File: src/rtl/reprogram_multi_pkg.sv
// Shared types and helpers for the multi-slot lock reprogramming block.
package lock_pkg;

  localparam int DIGIT_W = 4;
  localparam logic [DIGIT_W-1:0] ENTER_BUTTON_DEF = 4'd8;

  typedef enum logic [2:0] {
    S_IDLE      = 3'd0,
    S_ENTER_PC  = 3'd1,
    S_ENTER_UC1 = 3'd2,
    S_ENTER_UC2 = 3'd3,
    S_FAIL      = 3'd4,
    S_COMPLETE  = 3'd5,
    S_LOCKOUT   = 3'd6
  } state_e;

  // The enter key is never a digit, even if its value is 0..9.
  function automatic logic is_digit(input logic [DIGIT_W-1:0] b,
                                    input logic [DIGIT_W-1:0] enter);
    return (b <= 4'd9) && (b != enter);
  endfunction

endpackage

File: src/rtl/reprogram_multi_collector.sv
// Keypad digit collector shared by the PC, UC1 and UC2 entry steps.
module code_collector
  import lock_pkg::*;
#(
  parameter int DIGITS = 6,
  parameter int LW     = $clog2(DIGITS + 1)
) (
  input  logic                      CLK,
  input  logic                      RST,
  input  logic                      CLR,
  input  logic [DIGIT_W-1:0]        BUTTON,
  input  logic                      BPRESS,
  input  logic [DIGIT_W-1:0]        ENTER_BUTTON,
  output logic [DIGIT_W*DIGITS-1:0] DIGITS_OUT,
  output logic [LW-1:0]             COUNT,
  output logic                      BAD,
  output logic                      ENTER_STB
);

  localparam logic [LW-1:0] DIGITS_C = LW'(DIGITS);

  logic [DIGIT_W*DIGITS-1:0] digits_q, digits_d;
  logic [LW-1:0]             count_q, count_d;
  logic                      bad_q, bad_d;

  always_comb begin
    digits_d = digits_q;
    count_d  = count_q;
    bad_d    = bad_q;
    if (CLR) begin
      digits_d = '0;
      count_d  = '0;
      bad_d    = 1'b0;
    end else if (BPRESS && (BUTTON != ENTER_BUTTON)) begin
      if (is_digit(BUTTON, ENTER_BUTTON) && (count_q < DIGITS_C)) begin
        for (int i = 0; i < DIGITS; i++) begin
          if (count_q == LW'(i)) digits_d[DIGIT_W*i +: DIGIT_W] = BUTTON;
        end
        count_d = count_q + LW'(1);
      end else begin
        // Overflow or a non-digit key poisons the entry until the next clear.
        bad_d = 1'b1;
      end
    end
  end

  always_ff @(posedge CLK) begin
    if (RST) begin
      digits_q <= '0;
      count_q  <= '0;
      bad_q    <= 1'b0;
    end else begin
      digits_q <= digits_d;
      count_q  <= count_d;
      bad_q    <= bad_d;
    end
  end

  assign DIGITS_OUT = digits_q;
  assign COUNT      = count_q;
  assign BAD        = bad_q;
  assign ENTER_STB  = BPRESS && (BUTTON == ENTER_BUTTON);

endmodule

File: src/rtl/reprogram_multi.sv
// Multi-slot user-code reprogramming FSM with entry timeout and PC brute-force lockout.
module reprogram_multi
  import lock_pkg::*;
#(
  parameter int                 DIGITS         = 6,
  parameter int                 MIN_LEN        = 4,
  parameter int                 SLOTS          = 4,
  parameter logic [DIGIT_W-1:0] ENTER_BUTTON   = ENTER_BUTTON_DEF,
  parameter int                 MAX_FAILS      = 3,
  parameter int                 LOCKOUT_CYCLES = 1000,
  parameter int                 TIMEOUT_CYCLES = 5000,
  parameter int                 SW             = (SLOTS > 1) ? $clog2(SLOTS) : 1,
  parameter int                 LW             = $clog2(DIGITS + 1)
) (
  input  logic                      CLK,
  input  logic                      RST,
  input  logic                      GO,
  input  logic [SW-1:0]             SLOT,
  input  logic [DIGIT_W*DIGITS-1:0] PC,
  input  logic [LW-1:0]             PC_LENGTH,
  input  logic [DIGIT_W-1:0]        BUTTON,
  input  logic                      BPRESS,
  output logic                      BUSY,
  output logic                      DONE,
  output logic                      SUCCESS,
  output logic                      WR_EN,
  output logic [SW-1:0]             WR_SLOT,
  output logic [DIGIT_W*DIGITS-1:0] NEWCODE,
  output logic [LW-1:0]             NEWLENGTH,
  output logic                      LOCKED
);

  localparam int TMAX = (TIMEOUT_CYCLES > LOCKOUT_CYCLES) ? TIMEOUT_CYCLES : LOCKOUT_CYCLES;
  localparam int TW   = $clog2(TMAX + 1);
  localparam int FW   = $clog2(MAX_FAILS + 1);

  localparam logic [TW-1:0] TO_LAST   = TW'(TIMEOUT_CYCLES - 1);
  localparam logic [TW-1:0] LK_LAST   = TW'(LOCKOUT_CYCLES - 1);
  localparam logic [FW-1:0] FAILS_MAX = FW'(MAX_FAILS);
  localparam logic [LW-1:0] MIN_LEN_C = LW'(MIN_LEN);
  localparam logic [LW-1:0] DIGITS_C  = LW'(DIGITS);
  localparam logic [SW:0]   SLOTS_C   = (SW + 1)'(SLOTS);

  state_e                    state_q, state_d;
  logic [FW-1:0]             fails_q, fails_d;
  logic [TW-1:0]             tmr_q, tmr_d;
  logic [SW-1:0]             slot_q, slot_d;
  logic [DIGIT_W*DIGITS-1:0] newcode_q, newcode_d;
  logic [LW-1:0]             newlen_q, newlen_d;

  logic                      clr;
  logic                      in_entry;
  logic                      col_press;
  logic [DIGIT_W*DIGITS-1:0] col_digits;
  logic [LW-1:0]             col_count;
  logic                      col_bad;
  logic                      enter_stb;
  logic                      to_hit;
  logic                      pc_eq;
  logic [DIGIT_W*DIGITS-1:0] uc_masked;

  assign in_entry  = (state_q == S_ENTER_PC) || (state_q == S_ENTER_UC1) ||
                     (state_q == S_ENTER_UC2);
  assign col_press = BPRESS && in_entry;
  // A press in the expiry cycle reloads the timer instead of timing out.
  assign to_hit    = in_entry && !BPRESS && (tmr_q == TO_LAST);

  code_collector #(
    .DIGITS (DIGITS),
    .LW     (LW)
  ) u_collector (
    .CLK          (CLK),
    .RST          (RST),
    .CLR          (clr),
    .BUTTON       (BUTTON),
    .BPRESS       (col_press),
    .ENTER_BUTTON (ENTER_BUTTON),
    .DIGITS_OUT   (col_digits),
    .COUNT        (col_count),
    .BAD          (col_bad),
    .ENTER_STB    (enter_stb)
  );

  always_comb begin
    pc_eq     = 1'b1;
    uc_masked = '0;
    for (int i = 0; i < DIGITS; i++) begin
      if (LW'(i) < col_count) begin
        uc_masked[DIGIT_W*i +: DIGIT_W] = col_digits[DIGIT_W*i +: DIGIT_W];
        if (col_digits[DIGIT_W*i +: DIGIT_W] != PC[DIGIT_W*i +: DIGIT_W]) pc_eq = 1'b0;
      end
    end
  end

  always_comb begin
    state_d   = state_q;
    fails_d   = fails_q;
    slot_d    = slot_q;
    newcode_d = newcode_q;
    newlen_d  = newlen_q;
    clr       = 1'b0;
    case (state_q)
      S_IDLE: begin
        if (GO) begin
          slot_d = SLOT;
          if ({1'b0, SLOT} >= SLOTS_C) begin
            state_d = S_FAIL;
          end else begin
            state_d = S_ENTER_PC;
            clr     = 1'b1;
          end
        end
      end
      S_ENTER_PC: begin
        if (enter_stb) begin
          if (!col_bad && (col_count == PC_LENGTH) && pc_eq) begin
            state_d = S_ENTER_UC1;
            fails_d = '0;
            clr     = 1'b1;
          end else begin
            state_d = S_FAIL;
            fails_d = fails_q + FW'(1);
          end
        end else if (to_hit) begin
          state_d = S_FAIL;
          fails_d = fails_q + FW'(1);
        end
      end
      S_ENTER_UC1: begin
        if (enter_stb) begin
          if (!col_bad && (col_count >= MIN_LEN_C) && (col_count <= DIGITS_C)) begin
            state_d   = S_ENTER_UC2;
            newcode_d = uc_masked;
            newlen_d  = col_count;
            clr       = 1'b1;
          end else begin
            state_d = S_FAIL;
          end
        end else if (to_hit) begin
          state_d = S_FAIL;
        end
      end
      S_ENTER_UC2: begin
        if (enter_stb) begin
          if (!col_bad && (col_count == newlen_q) && (uc_masked == newcode_q)) begin
            state_d = S_COMPLETE;
          end else begin
            state_d = S_FAIL;
          end
        end else if (to_hit) begin
          state_d = S_FAIL;
        end
      end
      S_COMPLETE: state_d = S_IDLE;
      S_FAIL:     state_d = (fails_q == FAILS_MAX) ? S_LOCKOUT : S_IDLE;
      S_LOCKOUT: begin
        if (tmr_q == LK_LAST) begin
          state_d = S_IDLE;
          fails_d = '0;
        end
      end
      default: state_d = S_IDLE;
    endcase
  end

  // One timer serves both the entry timeout and the lockout duration.
  always_comb begin
    tmr_d = tmr_q;
    if ((state_d != state_q) || col_press) begin
      tmr_d = '0;
    end else if (in_entry || (state_q == S_LOCKOUT)) begin
      tmr_d = tmr_q + TW'(1);
    end
  end

  always_ff @(posedge CLK) begin
    if (RST) begin
      state_q   <= S_IDLE;
      fails_q   <= '0;
      tmr_q     <= '0;
      slot_q    <= '0;
      newcode_q <= '0;
      newlen_q  <= '0;
    end else begin
      state_q   <= state_d;
      fails_q   <= fails_d;
      tmr_q     <= tmr_d;
      slot_q    <= slot_d;
      newcode_q <= newcode_d;
      newlen_q  <= newlen_d;
    end
  end

  assign BUSY      = (state_q != S_IDLE);
  assign DONE      = (state_q == S_FAIL) || (state_q == S_COMPLETE);
  assign SUCCESS   = (state_q == S_COMPLETE);
  assign WR_EN     = (state_q == S_COMPLETE);
  assign LOCKED    = (state_q == S_LOCKOUT);
  assign WR_SLOT   = slot_q;
  assign NEWCODE   = newcode_q;
  assign NEWLENGTH = newlen_q;

endmodule

File: config.mk
export PLATFORM = sky130hd
export DESIGN_NAME = reprogram_multi
export DESIGN_NICKNAME = d
export VERILOG_FILES = /design/src/rtl/reprogram_multi_pkg.sv /design/src/rtl/reprogram_multi_collector.sv /design/src/rtl/reprogram_multi.sv
export SDC_FILE = /design/constraint.sdc
export NUM_CORES = 1
export LEC_CHECK = 0
export ABC_CLOCK_PERIOD_IN_PS = 2900
export BUFFER_PORTS_ARGS = -buffer_cell sky130_fd_sc_hd__buf_2
export CORE_MARGIN = 8
export CORE_UTILIZATION = 57
export CTS_BUF_LIST = sky130_fd_sc_hd__clkbuf_16
export DETAILED_ROUTE_END_ITERATION = 12
export GPL_TIMING_DRIVEN = 0
export HOLD_SLACK_MARGIN = 0.1
export PLACE_DENSITY = 0.82
export SLEW_MARGIN = 30
export SYNTH_ARGS = -nofsm -noshare
export SYNTH_HDL_FRONTEND = slang
export SYNTH_HIERARCHICAL = 1
export SYNTH_SLANG_ARGS = --single-unit
File: constraint.sdc
create_clock -name CLK -period 2.9 [get_ports CLK]
set_clock_uncertainty 0.05 [all_clocks]
set_input_delay 0.58 -clock CLK [delete_from_list [all_inputs] [get_ports CLK]]
set_output_delay 0.58 -clock CLK [all_outputs]
set_load 0.005 [all_outputs]
==> metrics.txt <==
Crit-path slowest cell=dfxtp_1; Adder-Cell Fraction of Synth Area=0.02017; switching component of the power=0.5661 mW; Gate Count Post-Synth=537; startpoint types=flip-flop; area growth from synthesis to layout=19.59%; Rel. slew slack=0.6063; Peak Freq=360.1 MHz; TritonRoute pass-1 iters=5; # DRC=0; main combinational cell family by area after synthesis=simple AND/OR/NAND/NOR gates; fraction of layout cells with a size suffix above 1=0.2109; core region area=0.007567 mm^2; largest cells by area after synthesis=dfxtp_1 35%, nand2_1 6.7%, mux2i_1 6.2%; # setup viols final=0; CP Cell Sequence=buf_2 > nor2_1 > and2_4 > inv_1 > nor2_4 > and4bb_1 > a32oi_1 > or2_2 > nand2_1 > nor2_1 > buf_2 > nand2_1 > mux2i_1; clock network power share=0.476; Internal=1.776 mW; via count=4284; CP max FO=10; CTS root buffer=clkbuf_16; Setup Crit Path Kind=reg -> reg; via density per instance=5.885; first-pass GRT wire length=20130 um; overall routing resource usage=0.2420; post-synth top area cell=dfxtp_1; vias in the first global route=4191; Post-synth EDFFs=0; Final Hold Fails=0; Lkg Pwr=2.245 nW; Comb power frac=0.079; Top FF cell, synth=dfxtp_1; pins over their slew limit=0; pin count of the biggest net entering global routing=14; # IOs=71; outcome=complete, no violations; CP Capture Type=flip-flop; crit path time final=2.777 ns; CP max stage delay=0.43 ns; post-DP HPWL=9436 um; Yosys top cell area share=0.3457; Post-Synth XOR/XNOR Area=0.09680; Synth Area per Inst=8.087 um^2; Hold/Removal Path Class=in -> reg; row cnt=32; antenna-violating nets left=0; number of fill cells=606; share of power burned in registers=0.445; synth cell count leaders=77 x nand2_1, 75 x dfxtp_1, 51 x nor2_1, 33 x a21oi_1, 29 x nand3_1; Seq/Total Area, Yosys=0.3457; Crit path required time=3.10 ns; Sink Count=75; port bufs=70; post-synthesis mux area share=0.06482; final worst-path cycle share=0.9577; # hold bufs at CTS=0; VDD IR max=0.3786 mV; asr flop ratio synth=0; final net count=665; Synth cell types=73; CP arrival=2.98 ns; TritonCTS clock tree=done; Net Sw Frac=0.2417; Chip Width=103.3 um; GRT overflow=0; antenna cells=0; number of max-cap violations=0; CTS H-tree lvls=3; gp weighted congestion=0.9722; post-DR wirelength/cell=17.29 um; count leader, synth=nand2_1; actual slew at the worst max-slew pin=0.5830 ns; post-synthesis register bit count=75; Clk Latency, worst-skew pair=0.34 ns; utilization after layout=0.6863; Post-Synth Simple-Gate Area=0.2700; Post-Syn Area=0.004343 mm^2; Max Root-Sink Buffers=2; clock-pin slew on the worst setup and hold paths=0.06 ns; DRT Wirelength=12590 um; CTS Buf Count=9; Ys Warns=6; Compound-Gate Fraction of Synth Area=0.1481; Die Area=0.01067 mm^2; final cell count without fillers=728; die height=103.3 um; P per Cell Area=451.0 mW/mm^2; initial antenna violation count=0; dpl cells=711; Starting Density=0.5739; RSZ-0062 raised after global routing=false; Detailed Route Iter0 Violations=319
per-stage QoR:
stage	setup TNS (ns)	worst slack, ns	power, mW	area [um^2]	hold WS (ns)
after floorplan	0	0.2863	1.169	4350	0.3924
after global placement	-13.17	-0.4984	1.229	4828	0.4125
after detailed placement	-16.58	-0.5472	1.235	4828	0.4209
after CTS	0	0.01872	2.334	5155	0.4328
after global routing	0	0.008775	2.410	5194	0.4468
final	0	0.1227	2.342	5194	0.4285
cell families after synthesis:
logic type	count (synthesis)
simple gates	234
compound gates	93
flops	75
buf+inv	50
xor+xnor	48
mux	28
fa+ha+maj	7
other cells	2
flip-flops by register name, indices dropped and copies added, names as in the netlist:
register and cells:
NEWCODE 24, NEWLENGTH 3, WR_SLOT 2, fails_q 2, state_q 3, tmr_q 13
u_collector/BAD 1, u_collector/COUNT 3, u_collector/DIGITS_OUT 24
layout by cell type (no fill, tap or decap), types with 4 or more instances in the layout:
cell type   n
buf_2      79
dfxtp_1    75
nand2_1    73
nor2_1     49
a21oi_1    33
nand3_1    29
xnor2_1    27
mux2i_1    27
inv_1      22
xor2_1     21
nand4_1    15
nor2b_1    14
clkbuf_1   10
o21ai_0     9
clkbuf_16   9
ha_1        7
and3_1      6
nand3b_1    5
a22oi_1     5
nor3_1      5
buf_4       5
a211oi_1    4
o22ai_1     4
a31oi_1     4
conb_1      4
nand2_4     4
final timing paths:
check	start	endpoint	slack (ns)	cells after the start
worst max-delay path	state_q[2]	u_collector/DIGITS_OUT[2]	0.12	13
worst min-delay path	SLOT[0]	WR_SLOT[0]	0.43	3
worst max register to register	state_q[2]	u_collector/DIGITS_OUT[2]	0.12	13
worst min register to register	fails_q[1]	fails_q[1]	0.44	1
metal layers:
layer,wire length (um),up-vias,global-route usage,share of wire
li1,-,2044,-,-
met2,6290,200,0.4218,0.50
met3,861,45,0.02811,0.068
met4,505,0,0.1402,0.040
met5,0,-,0,0
met1,4929,1995,0.2804,0.39
worst max-delay path, delay by kind of cell, from the launching register on:
kind                   cells  cell delay [ns]
AND/OR/NAND/NOR            8             1.11
buffers and inverters      3             0.68
flip-flops                 1             0.43
AO/OA/AOI/OAI              1             0.23
multiplexers               1             0.18
power groups by stage:
stage / Sequential (mW) / Combinational (mW) / Clock [mW]
after floorplan: 1.06 / 0.106 / 0
after global placement: 1.06 / 0.164 / 0
after detailed placement: 1.06 / 0.170 / 0
after CTS: 1.04 / 0.177 / 1.11
after global routing: 1.04 / 0.199 / 1.17
final: 1.04 / 0.186 / 1.11
timing repair:
| item | CTS | global route |
|---|---|---|
| resized for setup | 14 | 12 |
| gates cloned | 0 | 0 |
| setup buffers | 0 | 1 |
| pin swaps | 0 | 1 |
| endpoints found under the setup margin | 47 | 37 |
cell type report:
type / count / area (um^2) / share of cell area
Clock inverter: 7 / 68.82 / 0.01325
Clock buffer: 9 / 225.2 / 0.04336
Buffer: 28 / 158.9 / 0.03059
Multi-Input combinational cell: 414 / 2671 / 0.5143
Timing Repair Buffer: 71 / 357.8 / 0.06890
Tap cell: 102 / 127.6 / 0.02457
Sequential cell: 75 / 1501 / 0.2891
Inverter: 22 / 82.58 / 0.01590
(Power assumes the default switching activity.)
